`src/rtl/conv_engine.sv`:
```
// 3x3 zero-padded, same-size convolution over an NxN word map. Weights and
// IFM are fetched and OFM written through a single-outstanding memory port.
module conv_engine #(
  parameter int unsigned DIM_W = 16
) (
  input  logic        clk,
  input  logic        rst,
  input  logic        start_i,
  input  logic [31:0] fm_dim_i,
  input  logic [31:0] ifm_offset_i,
  input  logic [31:0] wt_offset_i,
  input  logic [31:0] ofm_offset_i,
  output logic        req_valid_o,
  input  logic        req_ready_i,
  output logic        req_we_o,
  output logic [31:0] req_addr_o,
  output logic [31:0] req_wdata_o,
  input  logic        resp_valid_i,
  input  logic [31:0] resp_data_i,
  output logic        idle_o,
  output logic        done_o
);

  typedef enum logic [2:0] {
    S_IDLE, S_LD_WT, S_LD_WAIT, S_TAP, S_RD_REQ, S_RD_WAIT, S_WR, S_DONE
  } state_t;

  state_t           r_state;
  logic [DIM_W-1:0] r_dim;
  logic [DIM_W-1:0] r_row;
  logic [DIM_W-1:0] r_col;
  logic [3:0]       r_k;
  logic [31:0]      r_ifm_base;
  logic [31:0]      r_wt_base;
  logic [31:0]      r_ofm_base;
  logic [31:0]      r_wt [0:8];
  logic [31:0]      r_acc;
  logic             r_req_valid;
  logic             r_req_we;
  logic [31:0]      r_req_addr;
  logic [31:0]      r_req_wdata;
  logic             r_idle;
  logic             r_done;

  logic             w_row_dec;
  logic             w_row_inc;
  logic             w_col_dec;
  logic             w_col_inc;
  logic             w_last_row;
  logic             w_last_col;
  logic             w_pad;
  logic [31:0]      w_dim;
  logic [31:0]      w_in_row;
  logic [31:0]      w_in_col;
  logic [31:0]      w_tap_addr;
  logic [31:0]      w_out_addr;
  logic [31:0]      w_wt_addr;
  logic [31:0]      w_prod;
  logic             w_unused_dim;

  assign w_unused_dim = ^fm_dim_i;

  // Tap k maps to (dr, dc) = (k/3 - 1, k%3 - 1); decoded as +/-1 flags.
  always_comb begin
    w_row_dec = (r_k <= 4'd2);
    w_row_inc = (r_k >= 4'd6);
    w_col_dec = (r_k == 4'd0) || (r_k == 4'd3) || (r_k == 4'd6);
    w_col_inc = (r_k == 4'd2) || (r_k == 4'd5) || (r_k == 4'd8);
  end

  assign w_dim      = 32'(r_dim);
  assign w_last_row = (r_row == r_dim - DIM_W'(1));
  assign w_last_col = (r_col == r_dim - DIM_W'(1));
  assign w_pad      = (w_row_dec && (r_row == '0)) || (w_row_inc && w_last_row) ||
                      (w_col_dec && (r_col == '0)) || (w_col_inc && w_last_col);

  assign w_in_row   = 32'(r_row) + (w_row_inc ? 32'd1 : 32'd0) - (w_row_dec ? 32'd1 : 32'd0);
  assign w_in_col   = 32'(r_col) + (w_col_inc ? 32'd1 : 32'd0) - (w_col_dec ? 32'd1 : 32'd0);
  assign w_tap_addr = r_ifm_base + ((w_in_row * w_dim + w_in_col) << 2);
  assign w_out_addr = r_ofm_base + ((32'(r_row) * w_dim + 32'(r_col)) << 2);
  assign w_wt_addr  = r_wt_base + (32'(r_k) << 2);
  assign w_prod     = r_wt[r_k] * resp_data_i;

  always_ff @(posedge clk or posedge rst) begin
    if (rst) begin
      r_state     <= S_IDLE;
      r_dim       <= '0;
      r_row       <= '0;
      r_col       <= '0;
      r_k         <= '0;
      r_ifm_base  <= '0;
      r_wt_base   <= '0;
      r_ofm_base  <= '0;
      r_acc       <= '0;
      r_req_valid <= 1'b0;
      r_req_we    <= 1'b0;
      r_req_addr  <= '0;
      r_req_wdata <= '0;
      r_idle      <= 1'b1;
      r_done      <= 1'b0;
      for (int unsigned i = 0; i < 9; i++) r_wt[i] <= '0;
    end else begin
      case (r_state)
        S_IDLE, S_DONE: begin
          if (start_i) begin
            r_dim      <= fm_dim_i[DIM_W-1:0];
            r_ifm_base <= ifm_offset_i;
            r_wt_base  <= wt_offset_i;
            r_ofm_base <= ofm_offset_i;
            r_row      <= '0;
            r_col      <= '0;
            r_k        <= '0;
            r_acc      <= '0;
            if (fm_dim_i[DIM_W-1:0] == '0) begin
              r_state <= S_DONE;
              r_done  <= 1'b1;
              r_idle  <= 1'b1;
            end else begin
              r_state <= S_LD_WT;
              r_done  <= 1'b0;
              r_idle  <= 1'b0;
            end
          end
        end

        S_LD_WT: begin
          if (!r_req_valid) begin
            r_req_valid <= 1'b1;
            r_req_we    <= 1'b0;
            r_req_addr  <= w_wt_addr;
          end else if (req_ready_i) begin
            r_req_valid <= 1'b0;
            r_state     <= S_LD_WAIT;
          end
        end

        S_LD_WAIT: begin
          if (resp_valid_i) begin
            r_wt[r_k] <= resp_data_i;
            if (r_k == 4'd8) begin
              r_k     <= '0;
              r_state <= S_TAP;
            end else begin
              r_k     <= r_k + 4'd1;
              r_state <= S_LD_WT;
            end
          end
        end

        S_TAP: begin
          if (w_pad) begin
            if (r_k == 4'd8) r_state <= S_WR;
            else             r_k     <= r_k + 4'd1;
          end else begin
            r_req_valid <= 1'b1;
            r_req_we    <= 1'b0;
            r_req_addr  <= w_tap_addr;
            r_state     <= S_RD_REQ;
          end
        end

        S_RD_REQ: begin
          if (req_ready_i) begin
            r_req_valid <= 1'b0;
            r_state     <= S_RD_WAIT;
          end
        end

        S_RD_WAIT: begin
          if (resp_valid_i) begin
            r_acc <= r_acc + w_prod;
            if (r_k == 4'd8) begin
              r_state <= S_WR;
            end else begin
              r_k     <= r_k + 4'd1;
              r_state <= S_TAP;
            end
          end
        end

        // First cycle registers the write fields from the settled acc, second
        // cycle onward holds them until the handshake.
        S_WR: begin
          if (!r_req_valid) begin
            r_req_valid <= 1'b1;
            r_req_we    <= 1'b1;
            r_req_addr  <= w_out_addr;
            r_req_wdata <= r_acc;
          end else if (req_ready_i) begin
            r_req_valid <= 1'b0;
            r_req_we    <= 1'b0;
            r_acc       <= '0;
            r_k         <= '0;
            if (w_last_col) begin
              r_col <= '0;
              if (w_last_row) begin
                r_state <= S_DONE;
                r_done  <= 1'b1;
                r_idle  <= 1'b1;
              end else begin
                r_row   <= r_row + DIM_W'(1);
                r_state <= S_TAP;
              end
            end else begin
              r_col   <= r_col + DIM_W'(1);
              r_state <= S_TAP;
            end
          end
        end

        default: r_state <= S_IDLE;
      endcase
    end
  end

  assign req_valid_o = r_req_valid;
  assign req_we_o    = r_req_we;
  assign req_addr_o  = r_req_addr;
  assign req_wdata_o = r_req_wdata;
  assign idle_o      = r_idle;
  assign done_o      = r_done;

endmodule

```
`config.mk`:
```
export PLATFORM = sky130hd
export DESIGN_NAME = conv_engine
export DESIGN_NICKNAME = d
export VERILOG_FILES = /design/src/rtl/conv_engine.sv
export SDC_FILE = /design/constraint.sdc
export NUM_CORES = 2
export LEC_CHECK = 0
export CORE_UTILIZATION = 45
export CTS_CLUSTER_SIZE = 40
export DETAILED_ROUTE_END_ITERATION = 8
export PLACE_DENSITY_LB_ADDON = 0.15
export SLEW_MARGIN = 10
export SYNTH_ARGS = -nofsm -noshare
export SYNTH_HDL_FRONTEND = slang
export SYNTH_SLANG_ARGS = --single-unit
```
`constraint.sdc`:
```
create_clock -name clk -period 35.1 [get_ports clk]
set_input_delay 8.775 -clock clk [delete_from_list [all_inputs] [get_ports clk]]
set_output_delay 8.775 -clock clk [all_outputs]
set_load 0.05 [all_outputs]
```
Word level (Yosys, flattened, before mapping)
Cells that the tools add are included.
W data, S select, Z words.
Operators by class
  reduce and logical (&&, ||, !) cells: 36
  magnitude comparators: 4
  equality and inequality tests: 31
  muxes and demuxes: 70
  bitwise gates (word level): 2
  add/subtract/negate cells: 14
  $mul: 3
Operators by type and width (number)
  $mux W32: 10
  $bwmux W288: 1
  $pmux W32 S3: 2
  $bmux W32 S4: 1
  $demux W32 S4: 1
  $mux W16: 8
  $add A32 B32 Y32: 3
  $pmux W16 S2: 2
  $logic_not A16 Y1: 3
  $mux W3: 14
  $sub A17 B1 Y18: 2
  $add A16 B1 Y17: 2
  $add A16 B1 Y16 const B: 2
  $add A32 B6 Y32: 1
  $eq A16 B16 Y1: 2
  $mul A32 B32 Y32: 1
  $mux W4: 8
  $add A30 B16 Y30: 1
  $add A30 B30 Y30: 1
  $mul A16 B16 Y30: 1
  $mul A18 B17 Y30: 1
  $ne A2 B2 Y1 const B: 15
  $pmux W3 S7: 1
  $pmux W4 S5: 1
  34 further kinds: 76
Word-level totals
  word-level logic and storage cells: 184
  input bits: 165
  register bits: 539

Longest topological paths before layout
  depth after elaboration: 10
  mapped depth: 53
  gate-level depth less buffers: 50

Least setup slack after synthesis
OpenSTA, ideal clock, no wires.
  path type: input port to flip-flop
  start point: input resp_data_i[2]
  end point: register r_acc[29]
  path buffers: 2
  setup time: 0.121 ns
  stages on the path: 27
  path slack: 19.443 ns
  arrival: 15.536 ns
  path through: clkbuf_1 -> clkbuf_1 -> nand2_1 -> fa_1 -> fa_1 -> fa_1 -> inv_1 -> fa_1 -> inv_1 -> fa_1 -> inv_1 -> fa_1 -> fa_1 -> fa_1 -> ha_1 -> nand3_1 -> a2111oi_0 -> o31ai_1 -> o21ba_2 -> o311ai_0 -> a21oi_1 -> o21a_1 -> o41ai_1 -> inv_1 -> a21oi_1 -> xnor2_1 -> a22o_1
Between the ends
  word-level cells in the longest chain between the ends: 4
RTL lines
  start: declaration: line 19  | input logic [31:0] resp_data_i,
  $mul A32 B32 Y32: line 82  | assign w_prod = r_wt[r_k] * resp_data_i;
  $add A32 B32 Y32: line 171  | r_acc <= r_acc + w_prod;
  $mux W32: line 170  | if (resp_valid_i) begin
  $pmux W32 S3: line 103  | case (r_state)
  end signal: assignment: line 171
  end: declaration: line 37  | logic [31:0] r_acc;
Every way passes these cells. The select of a mux whose other input is x is not followed.
A chain may end at the register's enable or synchronous reset.

Final worst setup path
  start point: input resp_data_i[2]
  end point: register r_acc[31]
Same word-level chain as after synthesis.

==> flow_summary.ini <==
[floorplan]
coreArea_um2 = 142000
die_area_um2 = 146000
die_h_um = 381
num_rows = 138
die_width_um = 381
io_pins = 233
start_util = 0.455

[placed_design]
gp_congestion = 0.883
portBuffers = 216
dp_hpwl_um = 136000
postPlaceCellArea_um2 = 68900

[synth]
syn_inst = 6721
ys_ff_latch = 539
synth_edf_count = 0
synth_seq_area_share = 0.208
synth_ff_type = dfrtp_1
syn-num-nets = 8256
ys_warn_count = 0
synthArstFlopShare = 1.00
avgSynthCellArea_um2 = 9.64
synth_area_um2 = 64800
ys_types = 83

[clock_network]
clkLatencyLatePin_ns = 0.71
numCtsBuffers = 68
cts_setup_buffers = 0
h-tree-depth = 3
ctsHoldBuffers = 0
root_buffer = clkbuf_16
clock_sinks = 539
cts_resized = 0
cts_max_path_buffers = 3
clkTransAtPathRegs_ns = 0.05
cts_tree = built

[drt]
vias = 46600
first_iter_violations = 2349
drc = 0
vias_per_cell = 5.36
ant_nets = 0
wl_per_cell_um = 20.9
drt_wl_total_um = 182000
drt-pass1-iter-count = 5

[critical_path]
endpoint_kind = flip-flop
crit_required_ns = 35.62
criticalPathCategory = primary input to flip-flop
critPathMaxFanout = 39
arrival_ns = 17.11
worstRegToRegCells = 47
startpoint_type = primary input

[sta]
setup_viol = 0
finClkSkew_ns = 0.0706
finalHoldViolations = 0
fin_crit_sh = 0.473
maxSlewHeadroom = 0.195
worst_pin_slew_ns = 1.20
tns_ns = 0
min_period_ns = 16.59
fmax_mhz = 60.3
rsz0062_at_grt = false
drv_slew = 0

[global_route]
antenna_found_initial = 3
grt_max_degree = 121
use_met2 = 0.442
globalRouteMet3Util = 0.0268
busiest_layer = met2
overflow = 0
track_usage = 0.256
grt_pass1_wl_um = 289000
met1_usage = 0.336
first_global_vias = 50100

[final_layout]
finalNetCount = 8290
stdcell_area_um2 = 71200
final_common_cell = inv_1
area_delta_synth_final_pct = 9.95
layout_common_cells = inv_1 (1,192), fa_1 (925), nand2_1 (890)
nFillCells = 13300
drive_above_1_share = 0.109

[min_path]
hold_depth = 1
min-delay-path-class = flip-flop to flip-flop

[outcome]
status = finished, final reports clean

[job]
cap_violations = 0
==> per-stage QoR <==
stage / worst slack, ns / utilization / hold slack [ns] / cells
global route: 17.98 / 0.501 / 0.505 / 8698
global placement: 17.80 / 0.484 / 0.481 / 8575
floorplan: 11.26 / - / 0.465 / 6721
detailed placement: 17.80 / 0.484 / 0.489 / 8575
finish: 18.51 / 0.501 / 0.499 / 8701
CTS: 18.48 / 0.501 / 0.501 / 8698
==> final cells by class <==
class	count	area, um2	share of cell area
multi-input combinational	4624	45500	0.639
sequential	539	13500	0.190
inverter	1193	4490	0.0630
timing repair buffer	329	3000	0.0420
tap	1890	2360	0.0332
clock buffer	95	1930	0.0271
clock inverter	28	405	0.00569
antenna	3	7.51	0.000105
==> cells in the mapped netlist (all sizes together), types with 7 or more instances <==
master | n | area, um2
mux2 | 442 | 4980
o22ai | 38 | 238
a2111oi | 11 | 96.3
nand2b | 39 | 244
a21o | 57 | 428
mux4 | 18 | 405
nand4 | 24 | 150
a22oi | 22 | 165
a21oi | 205 | 1030
nor4 | 12 | 87.6
a211oi | 19 | 143
or2 | 13 | 81.3
o31ai | 20 | 150
o21ai | 160 | 816
o22a | 7 | 61.3
clkbuf | 276 | 1040
xnor2 | 229 | 2010
inv | 1193 | 4480
o21bai | 29 | 218
o211ai | 8 | 73.8
xnor3 | 7 | 158
mux2i | 79 | 791
and3 | 41 | 257
nor2b | 33 | 206
nor2 | 215 | 810
a31oi | 21 | 131
nor3 | 33 | 175
buf | 89 | 384
nand2 | 897 | 3370
o221ai | 30 | 263
and2 | 288 | 1800
a22o | 8 | 70.1
nand3 | 52 | 260
ha | 445 | 5570
xor2 | 76 | 666
or3 | 16 | 100
fa | 925 | 18500
dfrtp | 538 | 13500
o21a | 29 | 218
==> cell families (layout without fill, tap and decap cells) <==
logic type               count (synthesis)  count (layout)  share of synthesized area
AND/OR/NAND/NOR                       1689            1689                      0.120
buffers and inverters                 1558            1645                     0.0910
adder cells (fa/ha/maj)               1370            1370                      0.372
AO/OA/AOI/OAI                          714             714                     0.0703
multiplexers                           539             539                     0.0953
flip-flops                             539             539                      0.208
XOR/XNOR                               312             312                     0.0437
other                                    0               3                          0
==> state kept, by name (all words and copies together), names as in the netlist <==
| signal | count |
|---|---|
| r_dim | 16 |
| req_we_o | 1 |
| r_acc | 32 |
| req_valid_o | 1 |
| r_ifm_base | 32 |
| r_k | 4 |
| r_wt | 288 |
| req_wdata_o | 32 |
| r_ofm_base | 32 |
| r_wt_base | 32 |
| r_row | 16 |
| idle_o | 1 |
| r_col | 16 |
| r_state | 3 |
| req_addr_o | 32 |
| done_o | 1 |
==> path summary, 6_finish.rpt <==
path | from | endpoint | slack, ns
min | r_wt[101]$_DFFE_PP0P_ | r_wt[101]$_DFFE_PP0P_ | 0.50
min in group asynchronous | rst | r_ofm_base[14]$_DFFE_PP0P_ | 8.65
min reg2reg | r_wt[101]$_DFFE_PP0P_ | r_wt[101]$_DFFE_PP0P_ | 0.50
max reg2reg | r_k[2]$_DFFE_PP0P_ | req_addr_o[31]$_DFFE_PP0P_ | 21.52
max | resp_data_i[2] | r_acc[31]$_DFFE_PP0P_ | 18.51
max in group asynchronous | rst | req_wdata_o[11]$_DFFE_PP0P_ | 23.52
==> worst max-delay path: stages <==
cell and delay [ns]:
clkdlybuf4s50_1 0.45, buf_4 0.43, nand2_1 0.16, fa_1 0.59, fa_1 0.43, fa_1 0.55
inv_1 0.08, fa_1 0.50, fa_1 0.52, inv_1 0.06, fa_1 0.55, fa_1 0.43
inv_1 0.12, fa_1 0.44, ha_1 0.38, nand3_1 0.12, a2111oi_0 0.57, o31ai_1 0.15
o21ba_2 0.34, o311ai_0 0.18, a21oi_1 0.26, o21a_1 0.20, o41ai_1 0.11, o2111ai_1 0.36
xnor2_1 0.16, o21ai_0 0.09
==> routing by layer <==
layer / up-vias / part of all wire
met2: 1116 / 0.49
li1: 21200 / -
met3: 244 / 0.044
met4: 0 / 0.033
met1: 24100 / 0.43
met5: - / 0
Power is not shown: default switching activity piles up to over one toggle a cycle in this logic, so the estimate is an artifact.
